===== config.mk =====
export PLATFORM = sky130hd
export DESIGN_NAME = send_buffer_flat
export DESIGN_NICKNAME = d
export VERILOG_FILES = /design/src/rtl/send_buffer_pkg.sv /design/src/rtl/send_buffer_if.sv /design/src/rtl/sync_fifo.sv /design/src/rtl/send_buffer.sv /design/src/flat_wrapper.sv
export SDC_FILE = /design/constraint.sdc
export NUM_CORES = 1
export LEC_CHECK = 0
export CAP_MARGIN = 20
export CORE_MARGIN = 4
export CORE_UTILIZATION = 62
export CTS_BUF_LIST = sky130_fd_sc_hd__clkbuf_8
export DETAILED_ROUTE_END_ITERATION = 8
export PLACE_DENSITY_LB_ADDON = 0.08
export RECOVER_POWER = 50
export SETUP_SLACK_MARGIN = 0.02
export SLEW_MARGIN = 10
export SYNTH_ARGS = -nofsm -noshare
export SYNTH_HDL_FRONTEND = slang
export SYNTH_SLANG_ARGS = --single-unit

===== constraint.sdc =====
create_clock -name clk -period 5.2 [get_ports clk]
set_input_delay 1.04 -clock clk [delete_from_list [all_inputs] [get_ports clk]]
set_output_delay 1.04 -clock clk [all_outputs]
set_load 0.05 [all_outputs]

===== src/rtl/send_buffer_pkg.sv =====
// Shared processor-side definitions for the send buffer: serializer states and default depth.
package send_buffer_pkg;

    localparam int SEND_DEPTH = 8;

    typedef enum logic {
        IDLE = 1'b0,
        SEND = 1'b1
    } ser_state_e;

endpackage


===== src/rtl/send_buffer_if.sv =====
// Processor/transmitter-facing signal bundle of send_buffer; slave = the buffer, master = its environment.
interface send_buffer_if import send_buffer_pkg::*; #(
    parameter int DEPTH = SEND_DEPTH
);
    logic                   snd;
    logic [31:0]            interface_data;
    logic                   clr_overflow;
    logic [7:0]             tx_byte;
    logic                   tx_valid;
    logic                   tx_ready;
    logic                   full;
    logic                   empty;
    logic                   overflow;
    logic [$clog2(DEPTH):0] words_pending;

    modport master (
        output snd, interface_data, clr_overflow, tx_ready,
        input  tx_byte, tx_valid, full, empty, overflow, words_pending
    );

    modport slave (
        input  snd, interface_data, clr_overflow, tx_ready,
        output tx_byte, tx_valid, full, empty, overflow, words_pending
    );
endinterface


===== src/rtl/sync_fifo.sv =====
// Single-clock FIFO with extra-MSB pointers; head word is read combinationally.
module sync_fifo #(
    parameter int WIDTH = 32,
    parameter int DEPTH = 8
) (
    input  logic                     clk,
    input  logic                     rst_n,
    input  logic                     push_i,
    input  logic                     pop_i,
    input  logic [WIDTH-1:0]         wdata_i,
    output logic [WIDTH-1:0]         rdata_o,
    output logic                     full_o,
    output logic                     empty_o,
    output logic [$clog2(DEPTH):0]   count_o
);
    localparam int AW = $clog2(DEPTH);

    logic [WIDTH-1:0] mem_q [DEPTH];
    logic [AW:0]      wptr_q, wptr_d;
    logic [AW:0]      rptr_q, rptr_d;
    logic             do_push, do_pop;

    assign empty_o = (wptr_q == rptr_q);
    assign full_o  = (wptr_q[AW] != rptr_q[AW]) && (wptr_q[AW-1:0] == rptr_q[AW-1:0]);
    assign count_o = wptr_q - rptr_q;
    assign rdata_o = mem_q[rptr_q[AW-1:0]];

    // A push while full is legal when the head leaves in the same cycle.
    assign do_pop  = pop_i && !empty_o;
    assign do_push = push_i && (!full_o || do_pop);

    assign wptr_d = wptr_q + (AW+1)'(do_push);
    assign rptr_d = rptr_q + (AW+1)'(do_pop);

    always_ff @(posedge clk) begin
        if (!rst_n) begin
            wptr_q <= '0;
            rptr_q <= '0;
        end else begin
            wptr_q <= wptr_d;
            rptr_q <= rptr_d;
        end
    end

    always_ff @(posedge clk) begin
        if (do_push) mem_q[wptr_q[AW-1:0]] <= wdata_i;
    end

endmodule


===== src/rtl/send_buffer.sv =====
// Word FIFO feeding a little-endian byte serializer towards the transmitter, with sticky overflow.
module send_buffer import send_buffer_pkg::*; #(
    parameter int DEPTH = SEND_DEPTH
) (
    input  logic          clk,
    input  logic          rst_n,
    send_buffer_if.slave  bus
);
    localparam int AW = $clog2(DEPTH);

    ser_state_e  state_q;
    logic [1:0]  byte_idx_q;
    logic [31:0] shreg_q;
    logic        ovf_q;

    logic [31:0] fifo_rdata;
    logic        fifo_full, fifo_empty;
    logic [AW:0] fifo_count;
    logic        xfer, last_xfer, pop, drop;

    assign xfer      = (state_q == SEND) && bus.tx_ready;
    assign last_xfer = xfer && (byte_idx_q == 2'd3);
    // Refill from IDLE, or straight after byte 3 so consecutive words have no gap.
    assign pop       = !fifo_empty && ((state_q == IDLE) || last_xfer);
    assign drop      = bus.snd && fifo_full && !pop;

    sync_fifo #(
        .WIDTH (32),
        .DEPTH (DEPTH)
    ) u_fifo (
        .clk     (clk),
        .rst_n   (rst_n),
        .push_i  (bus.snd),
        .pop_i   (pop),
        .wdata_i (bus.interface_data),
        .rdata_o (fifo_rdata),
        .full_o  (fifo_full),
        .empty_o (fifo_empty),
        .count_o (fifo_count)
    );

    always_ff @(posedge clk) begin
        if (!rst_n) begin
            state_q    <= IDLE;
            byte_idx_q <= 2'd0;
            shreg_q    <= '0;
            ovf_q      <= 1'b0;
        end else begin
            if (drop)                  ovf_q <= 1'b1;
            else if (bus.clr_overflow) ovf_q <= 1'b0;

            case (state_q)
                IDLE: begin
                    if (pop) begin
                        shreg_q    <= fifo_rdata;
                        byte_idx_q <= 2'd0;
                        state_q    <= SEND;
                    end
                end
                SEND: begin
                    if (xfer) begin
                        if (pop) begin
                            shreg_q    <= fifo_rdata;
                            byte_idx_q <= 2'd0;
                        end else begin
                            // Shifting right keeps the current byte at [7:0].
                            shreg_q    <= {8'h00, shreg_q[31:8]};
                            byte_idx_q <= byte_idx_q + 2'd1;
                            if (last_xfer) state_q <= IDLE;
                        end
                    end
                end
                default: state_q <= IDLE;
            endcase
        end
    end

    assign bus.tx_valid      = (state_q == SEND);
    assign bus.tx_byte       = shreg_q[7:0];
    assign bus.full          = fifo_full;
    assign bus.empty         = fifo_empty && (state_q == IDLE);
    assign bus.overflow      = ovf_q;
    assign bus.words_pending = fifo_count;

endmodule

===== src/flat_wrapper.sv =====
// flat-port wrapper written by rule: the top's interface ports become plain ports
module send_buffer_flat import send_buffer_pkg::*;
#(
    parameter int DEPTH = SEND_DEPTH
)
  (clk, rst_n, bus_snd, bus_interface_data, bus_clr_overflow, bus_tx_ready, bus_tx_byte, bus_tx_valid, bus_full, bus_empty, bus_overflow, bus_words_pending);
  send_buffer_if #(.DEPTH(DEPTH)) bus_i ();
  input  logic clk;
  input  logic rst_n;
  input wire logic [$bits(bus_i.snd)-1:0] bus_snd;
  input wire logic [$bits(bus_i.interface_data)-1:0] bus_interface_data;
  input wire logic [$bits(bus_i.clr_overflow)-1:0] bus_clr_overflow;
  input wire logic [$bits(bus_i.tx_ready)-1:0] bus_tx_ready;
  output wire logic [$bits(bus_i.tx_byte)-1:0] bus_tx_byte;
  output wire logic [$bits(bus_i.tx_valid)-1:0] bus_tx_valid;
  output wire logic [$bits(bus_i.full)-1:0] bus_full;
  output wire logic [$bits(bus_i.empty)-1:0] bus_empty;
  output wire logic [$bits(bus_i.overflow)-1:0] bus_overflow;
  output wire logic [$bits(bus_i.words_pending)-1:0] bus_words_pending;
  assign bus_i.snd = bus_snd;
  assign bus_i.interface_data = bus_interface_data;
  assign bus_i.clr_overflow = bus_clr_overflow;
  assign bus_i.tx_ready = bus_tx_ready;
  assign bus_tx_byte = bus_i.tx_byte;
  assign bus_tx_valid = bus_i.tx_valid;
  assign bus_full = bus_i.full;
  assign bus_empty = bus_i.empty;
  assign bus_overflow = bus_i.overflow;
  assign bus_words_pending = bus_i.words_pending;
  send_buffer #(.DEPTH(DEPTH)) u_core (.clk(clk), .rst_n(rst_n), .bus(bus_i));
endmodule

== Word level (Yosys, flattened, before mapping) ==
Memories as Yosys holds them, arrays and structs flattened. A register that Yosys moved wholly into a read port is not among the register bits.
Index checks and enable logic that the tools add are counted.
Word-level totals
  bits in registers: 44
  memory bits (writable): 256
  input bits: 37
  memories kept: 1
Operators by class
  add/subtract/negate cells: 4
  equality and inequality tests: 6
  muxes and demuxes: 18
  bitwise gates (word level): 1
  reduce and logical (&&, ||, !) cells: 16
Memories
  u_core.u_fifo.mem_q: words 8, width 32, rd ports 1, clocked after memory_dff 1, wr ports 1, line sync_fifo.sv:18  | logic [WIDTH-1:0] mem_q [DEPTH];
Operators with widths (number)
  $mux 32: 3
  $pmux 32 s2: 1
  $logic_and 1x1->1: 9
  $add 4x1->4: 2
  $mux 1: 8
  $mux 2: 3
  $eq 4x4->1: 1
  $pmux 2 s2: 1
  $sub 4x4->4: 1
  $eq 3x3->1: 1
  $logic_not 1->1: 3
  $mux 3: 1
  $add 2x1->2 const B: 1
  $eq 2x2->1 const B: 1
  $logic_or 1x1->1: 2
  $ne 2x1->1 const B: 1
  $ne 2x2->1 const B: 1
  $pmux 1 s2: 1
  $reduce_and 2->1: 1
  $reduce_bool 2->1: 1
  $ne 1x1->1: 1
  $not 1->1: 1

== Longest topological paths before layout ==
Gate-level depths: netlist (run 1).
  depth after elaboration: 9
  gate-level depth with buffers: 11

== By module ==
Synthesis (run 1) repeated with hierarchy kept, for this count alone.
Unflattened totals
  cell total of the unflattened synthesis: 707
  area total of the unflattened synthesis: 12186.7 µm²
Modules (own cells, without submodules)
  sync_fifo: instances 1, cells an instance 496, area an instance 10233.6 µm², sequential area each 7847.5 µm²
  send_buffer: instances 1, cells an instance 211, area an instance 1953.1 µm², sequential area each 720.7 µm²

== Worst setup path after synthesis (run 1) ==
Ideal clock, no wire load.
  path type: register to register
  start: register u_core.u_fifo.rptr_q[1]
  end: memory u_core.u_fifo.mem_q[1][0], enable pin
  data arrival time: 3.915 ns
  data required time: 4.739 ns
  setup slack: 0.824 ns
  cell stages (with the launch flop): 9
  buffers on the path: 2
  period minus slack after synthesis: 4.376 ns
  cells stage by stage: dfxtp_1 > buf_4 > clkbuf_1 > inv_1 > ha_1 > nand3_1 > o31a_1 > nand2_1 > nor3_1
Between the ends
  longest elaborated chain between the ends: 8
  elaborated cells on any way between the ends: 11
  classes of those cells: eq/ne: 2; mux: 2; reduce/logical: 7
Ends and longest elaborated chain
  start: declaration: line sync_fifo.sv:20  | logic [AW:0] rptr_q, rptr_d;
  start signal: assignment: line sync_fifo.sv:41  | rptr_q <= rptr_d;
  $eq 4x4->1: line sync_fifo.sv:23  | assign empty_o = (wptr_q == rptr_q);
  $logic_not 1->1: line sync_fifo.sv:29, send_buffer.sv:24
  $logic_and 1x1->1: line send_buffer.sv:24  | assign pop = !fifo_empty && ((state_q == IDLE) || last_xfer);
  $logic_and 1x1->1: line sync_fifo.sv:29  | assign do_pop = pop_i && !empty_o;
  $logic_or 1x1->1 (*): line sync_fifo.sv:30  | assign do_push = push_i && (!full_o || do_pop);
  $logic_and 1x1->1 (*): line sync_fifo.sv:30
  $mux 1 (*): line sync_fifo.sv:46  | if (do_push) mem_q[wptr_q[AW-1:0]] <= wdata_i;
  $mux 1 (implied by the code) (*): line sync_fifo.sv:46
  end: declaration: line sync_fifo.sv:18
Every way passes the cells marked *; elsewhere a longest branch is shown, timed or not.

== Worst setup path after layout (run 1) ==
  start: register u_core.u_fifo.rptr_q[0]
  end: output port bus_words_pending[3]
Between the ends
  longest elaborated chain between the ends: 1
Ends and longest elaborated chain
  $sub 4x4->4: line sync_fifo.sv:25  | assign count_o = wptr_q - rptr_q;
  end: declaration: line flat_wrapper.sv:19  | output wire logic [$bits(bus_i.words_pending)-1:0] bus_words_pending;
No other way between the ends.

==> results of run 1 <==
## how the worst min path moves through the flow
stage / cells after the start / to / slack (ns) / startpoint
final: 2 / u_core.shreg_q[8] / 0.47 / u_core.shreg_q[16]
after global routing: 2 / u_core.shreg_q[12] / 0.50 / u_core.shreg_q[20]
after CTS: 2 / u_core.shreg_q[8] / 0.47 / u_core.shreg_q[16]
after detailed placement: 2 / u_core.shreg_q[8] / 0.47 / u_core.shreg_q[16]
after global placement: 2 / u_core.shreg_q[8] / 0.46 / u_core.shreg_q[16]
after floorplan: 2 / u_core.shreg_q[8] / 0.44 / u_core.shreg_q[16]
## layout make-up
type	instances	area, sq um	share of cell area, %
multi-input combinational	293	2980	22.1
sequential	300	8570	63.4
clock buffer	52	716	5.29
tap	234	293	2.16
clock inverter	36	159	1.17
inverter	8	30.0	0.222
timing repair buffer	69	772	5.71
## layer usage
layer  share of wire [%]  vias to the layer above
met2                  50                      173
met3                 4.9                       35
met5                   0                        -
met4                 1.7                        0
met1                  43                     3046
li1                    -                     2716
## stage by stage
stage / hold slack, ns / total power, W / worst slack, ns
after floorplan: 0.440 / 0.00436 / 0.824
after global placement: 0.459 / 0.00468 / 1.69
after detailed placement: 0.465 / 0.00472 / 1.61
after CTS: 0.475 / 0.00651 / 1.04
after global routing: 0.500 / 0.00678 / 0.947
final: 0.473 / 0.00645 / 1.13
## synth_stat cells, types with 3 or more instances
cell type	count	area [sq um]
dfxtp_1	44	881
inv_1	6	22.5
nor3_1	3	15.0
a21boi_0	3	22.5
o22ai_1	31	194
edfxtp_1	256	7690
ha_1	8	100
nand2_1	30	113
buf_4	20	150
mux2i_1	54	541
a211oi_2	43	538
nand2b_1	6	37.5
nor2_1	31	116
xnor2_1	4	35.0
clkbuf_1	10	37.5
and2_1	8	50.1
buf_2	6	30.0
nand3_1	4	20.0
mux4_2	41	923
a211oi_1	4	30.0
buf_6	5	56.3
## worst max-delay path: cells and delay by family (launching register included)
family	cells	cell delay [ns]
AO/OA/AOI/OAI	2	0.36
XOR/XNOR	1	0.14
adder cells (fa/ha/maj)	1	0.32
buffers and inverters	2	0.88
flip-flops	1	0.79
## sequential cells by signal, summed over array words and instances (netlist names)
name                  cells
u_core.bus.overflow       1
u_core.bus.tx_valid       1
u_core.u_fifo.mem_q     256
u_core.shreg_q           32
u_core.byte_idx_q         2
u_core.u_fifo.rptr_q      4
u_core.u_fifo.wptr_q      4
## cell families after synthesis
group                    count (synthesis)
AND/OR/NAND/NOR                         88
AO/OA/AOI/OAI                           93
adder cells (fa/ha/maj)                  9
multiplexers                            95
buffers and inverters                   51
XOR/XNOR                                 8
flip-flops                             300
## power breakdown
group / internal (W) / switching [W] / total (W)
clock network: 0.000925 / 0.000861 / 0.00179
logic: 0.000720 / 0.00100 / 0.00172
registers: 0.00279 / 0.000150 / 0.00294
total: 0.00443 / 0.00201 / 0.00645
==> results.py, run 1 <==
metrics = {
    "floorplanning": {
        "num_rows": 50,
        "floorplan.initialDensity_pct": 63.1,
        "fp.coreArea_sq_mm": 0.0188,
        "io_pins": 53,
        "die_w_um": 146,
        "die_y_um": 146,
        "die-area_sq_mm": 0.0214,
    },
    "routing": {
        "routed_wl_um": 22500,
        "vias_per_cell": 6.02,
        "dr.pass1.iters": 5,
        "dr_total_vias": 5970,
        "drt_iter0_markers": 375,
        "routedWlPerCell_um": 22.7,
        "drcViolationCount": 0,
        "ant_nets": 0,
    },
    "min_path": {
        "holdCritPathClass": "reg -> reg",
    },
    "critical_path": {
        "crit_start": "u_core.u_fifo.rptr_q[0]",
        "crit_path_cell_trace": "ha_1, inv_1, a21o_1, a21oi_1, xnor2_1, clkdlybuf4s50_1",
        "cp_slowest_cell": "clkdlybuf4s50_1",
        "r2r_start": "u_core.u_fifo.rptr_q[0]",
        "crit_arrival_ns": 3.03,
        "ff2ff_path_depth": 9,
        "reg2reg_to": "u_core.u_fifo.rptr_q[2]",
        "crit_required_ns": 4.16,
        "r2r_slack_ns": 1.25,
        "cp_slowest_stage_delay_ns": 0.82,
        "endpoint_kind": "primary output",
        "path_max_fanout": 37,
        "startpoint_type": "register",
        "crit_end": "bus_words_pending[3]",
        "path_class": "reg -> out",
    },
    "cells_and_area": {
        "drive_above_1_share_pct": 23.1,
        "post-route-util_pct": 72.1,
        "finalNonFillerCells": 992,
        "final_cell_mix": "edfxtp_1, mux2i_1, clkbuf_8",
        "diodes": 0,
        "design_area_sq_mm": 0.0135,
        "final_common_cell": "edfxtp_1",
        "final_nets": 766,
        "nFillCells": 1180,
        "synthToLayoutAreaGrowth_pct": 14.1,
    },
    "global_route": {
        "grtUsageTotal_pct": 21.5,
        "grt.busiest_layer": "met2",
        "use_met1_pct": 30.0,
        "grt_overflow": 0,
        "grt_pass1_wl_um": 35500,
        "grtUsageMet2_pct": 35.2,
        "antenna_found_initial": 0,
        "grt_pass1_vias": 6254,
        "grt_start_max_net_pins": 54,
        "grt.met3_usage_pct": 3.63,
    },
    "logic_synthesis": {
        "synth_edf_count": 256,
        "seq_area_frac_synth_pct": 72.3,
        "synth_cell_types": 41,
        "netlist_instances": 644,
        "synth_seq_cells": 300,
        "synthMuxAreaShare_pct": 12.4,
        "synthArstFlopShare_pct": 0,
        "synthAdderAreaFrac_pct": 1.01,
        "syn_area_sq_mm": 0.0119,
        "synth_top_family_by_area": "multiplexers",
        "synthSimpleGateAreaFrac_pct": 3.28,
        "synth_compound_area_share_pct": 7.43,
        "synth-xor-area-share_pct": 0.718,
        "syn_area_per_cell_sq_um": 18.4,
        "yosysWarnings": 0,
        "syn-num-nets": 690,
        "ys.flop_type": "edfxtp_1",
    },
    "place": {
        "place.gp.congestion": 0.755,
        "io_buffers": 52,
        "placed_cells": 898,
        "place_area_sq_mm": 0.0125,
        "dp_hpwl_um": 13000,
    },
    "timing": {
        "setup_viol_count_final": 0,
        "hold_viol": 0,
        "setup_tns_ns": 0,
        "rsz0062_at_grt": "false",
        "clock-skew-final_ns": 0.0155,
        "slew_violations": 25,
        "finalCritPeriodShare_pct": 78.3,
        "fmax_mhz": 246,
        "tightest_slew_ns": 2.03,
        "maxSlewHeadroom_pct": -35.1,
        "fin_crit_ns": 4.07,
    },
    "clock_tree": {
        "post-cts-setup-buffers": 0,
        "cts_sinks": 300,
        "htreeDepth": 2,
        "cts_tree": "yes",
        "cts-resized-gates": 0,
        "clockRootBuffer": "clkbuf_8",
        "path_clk_slew_ns": 0.06,
        "cts_buffers": 48,
        "hold_buffers": 0,
        "cts.path.max_buffers": 3,
        "worstSkewPairLatency_ns": 0.56,
    },
    "power": {
        "p_per_area_mw_per_mm2": 477,
        "ir_drop_uv": 271,
        "p_leak_nw": 4.49,
    },
    "flow_run": {
        "cap_violations": 1,
    },
    "run_status": {
        "outcome": "finished, violations left",
        "violations": "capacitance limit, slew limit",
    },
}
Power figures use the tool's default switching activity.
==> run 2, diff against run 1 <==
--- a/config.mk
+++ b/config.mk
@@ -7,7 +7,7 @@
 export LEC_CHECK = 0
 export CAP_MARGIN = 20
 export CORE_MARGIN = 4
-export CORE_UTILIZATION = 62
+export CORE_UTILIZATION = 56
 export CTS_BUF_LIST = sky130_fd_sc_hd__clkbuf_8
 export DETAILED_ROUTE_END_ITERATION = 8
 export PLACE_DENSITY_LB_ADDON = 0.08
==> constraint.sdc (replaced) <==
create_clock -name clk -period 3.7 [get_ports clk]
set_input_delay 0.74 -clock clk [delete_from_list [all_inputs] [get_ports clk]]
set_output_delay 0.74 -clock clk [all_outputs]
set_load 0.05 [all_outputs]
==> run 2 against run 1 <==
Against the previous run:
- the run now ends clean
- via count increased by 0.55%
- critical path depth decreased by 2
- non-clock buffer count grew 2
- cell count grew 3.2%
- combinational power rose by 47%
- sequential share of layout area down 0.36 points
- clock-buffer cell count is 1 higher
- sequential cell count unchanged
- clock skew barely moved
- core utilization decreased by 5.7 points
- worst hold slack lost 0.010 ns
- largest cell class unchanged
- highest routed layer unchanged
==> results.py, run 2 (same netlist as run 1, synthesis figures left out) <==
metrics = {
    "run_status": {
        "outcome": "finished, final reports clean",
    },
    "cells_and_area": {
        "final_cell_mix": "edfxtp_1, mux2i_1, clkbuf_8",
        "synthToLayoutAreaGrowth_pct": 14.8,
        "nFillCells": 1429,
        "drive_above_1_share_pct": 24.0,
        "diodes": 0,
        "final_common_cell": "edfxtp_1",
        "finalNonFillerCells": 1024,
        "largest_register_ffs": 256,
        "final_nets": 767,
    },
    "clock_tree": {
        "cts_buffers": 47,
        "htreeDepth": 2,
        "cts-resized-gates": 0,
        "post-cts-setup-buffers": 0,
        "worstSkewPairLatency_ns": 0.54,
        "path_clk_slew_ns": 0.06,
        "hold_buffers": 0,
        "cts_sinks": 300,
        "cts.path.max_buffers": 3,
        "clockRootBuffer": "clkbuf_8",
        "cts_tree": "yes",
    },
    "routing": {
        "drt_iter0_markers": 415,
        "ant_nets": 0,
        "dr_total_vias": 6003,
        "vias_per_cell": 5.86,
        "routed_wl_um": 23000,
        "dr.pass1.iters": 7,
        "drcViolationCount": 0,
        "routedWlPerCell_um": 22.5,
    },
    "min_path": {
        "holdCritPathClass": "reg -> reg",
    },
    "critical_path": {
        "endpoint_kind": "primary output",
        "path_class": "reg -> out",
        "crit_arrival_ns": 2.19,
        "crit_required_ns": 2.96,
        "path_max_fanout": 8,
        "startpoint_type": "register",
    },
    "timing": {
        "finalCritPeriodShare_pct": 79.1,
        "setup_viol_count_final": 0,
        "clock-skew-final_ns": 0.0158,
        "fin_crit_ns": 2.93,
        "maxSlewHeadroom_pct": 3.31,
        "setup_tns_ns": 0,
        "fmax_mhz": 342,
        "tightest_slew_ns": 1.45,
        "hold_viol": 0,
        "slew_violations": 0,
        "rsz0062_at_grt": "false",
    },
    "place": {
        "placed_cells": 941,
        "dp_hpwl_um": 13800,
        "io_buffers": 52,
        "place.gp.congestion": 0.731,
    },
    "global_route": {
        "antenna_found_initial": 0,
        "grt_pass1_wl_um": 36500,
        "grtUsageTotal_pct": 20.0,
        "grt_start_max_net_pins": 55,
        "grt_overflow": 0,
        "grt_pass1_vias": 6359,
    },
    "floorplanning": {
        "die-area_sq_mm": 0.0236,
        "io_pins": 53,
        "die_w_um": 153,
        "die_y_um": 153,
        "num_rows": 52,
        "floorplan.initialDensity_pct": 57.8,
        "fp.coreArea_sq_mm": 0.0205,
    },
    "flow_run": {
        "cap_violations": 0,
    },
    "power": {
        "p_per_area_mw_per_mm2": 683,
        "ir_drop_uv": 394,
        "p_leak_nw": 4.45,
    },
}
-- run 2: metrics by stage --
stage / hold WS (ns) / worst slack (ns) / cell area [sq um] / power (W) / util (%)
final: 0.462 / 0.774 / 13600 / 0.00929 / 66.4
after global routing: 0.489 / 0.585 / 13600 / 0.00975 / 66.4
after CTS: 0.463 / 0.738 / 13600 / 0.00943 / 66.5
after detailed placement: 0.458 / 0.694 / 12700 / 0.00669 / 61.9
after global placement: 0.450 / 0.777 / 12700 / 0.00664 / 61.9
after floorplan: 0.440 / 0.182 / 11900 / 0.00613 / -
-- run 2: critical path, stage by stage (launching register included) --
cell,delay (ns)
dfxtp_1,0.55
inv_1,0.16
fa_1,0.45
xnor2_1,0.30
buf_12,0.18
-- run 2: final cells by class --
type / instances / area [sq um] / share of cell area, %
clock buffer: 53 / 729 / 5.36
clock inverter: 29 / 206 / 1.52
inverter: 8 / 30.0 / 0.221
multi-input combinational: 293 / 2970 / 21.8
sequential: 300 / 8570 / 63.0
tap: 270 / 338 / 2.48
timing repair buffer: 71 / 756 / 5.56
-- run 2: report_power, final --
part	leakage [nW]	internal, W	switching (W)	total (W)
clock	0.503	0.00152	0.00121	0.00272
combinational	1.25	0.00104	0.00149	0.00253
sequential	2.69	0.00392	0.000111	0.00403
-- run 2: final timing paths --
path                                               from              endpoint  slack, ns  cells after the start
worst max-delay path            u_core.u_fifo.wptr_q[1]  bus_words_pending[2]       0.77                      4
worst min-delay path                 u_core.shreg_q[19]    u_core.shreg_q[11]       0.46                      2
worst max register to register  u_core.u_fifo.wptr_q[2]     u_core.shreg_q[7]       0.92                      5
worst min register to register       u_core.shreg_q[19]    u_core.shreg_q[11]       0.46                      2
-- run 2: per-layer routing --
metal	part of all wire [%]	GRT usage, %	vias up
met4	1.5	4.63	0
li1	-	-	2718
met1	43	27.8	3108
met5	0	0	-
met3	4.8	3.62	35
met2	51	33.7	142
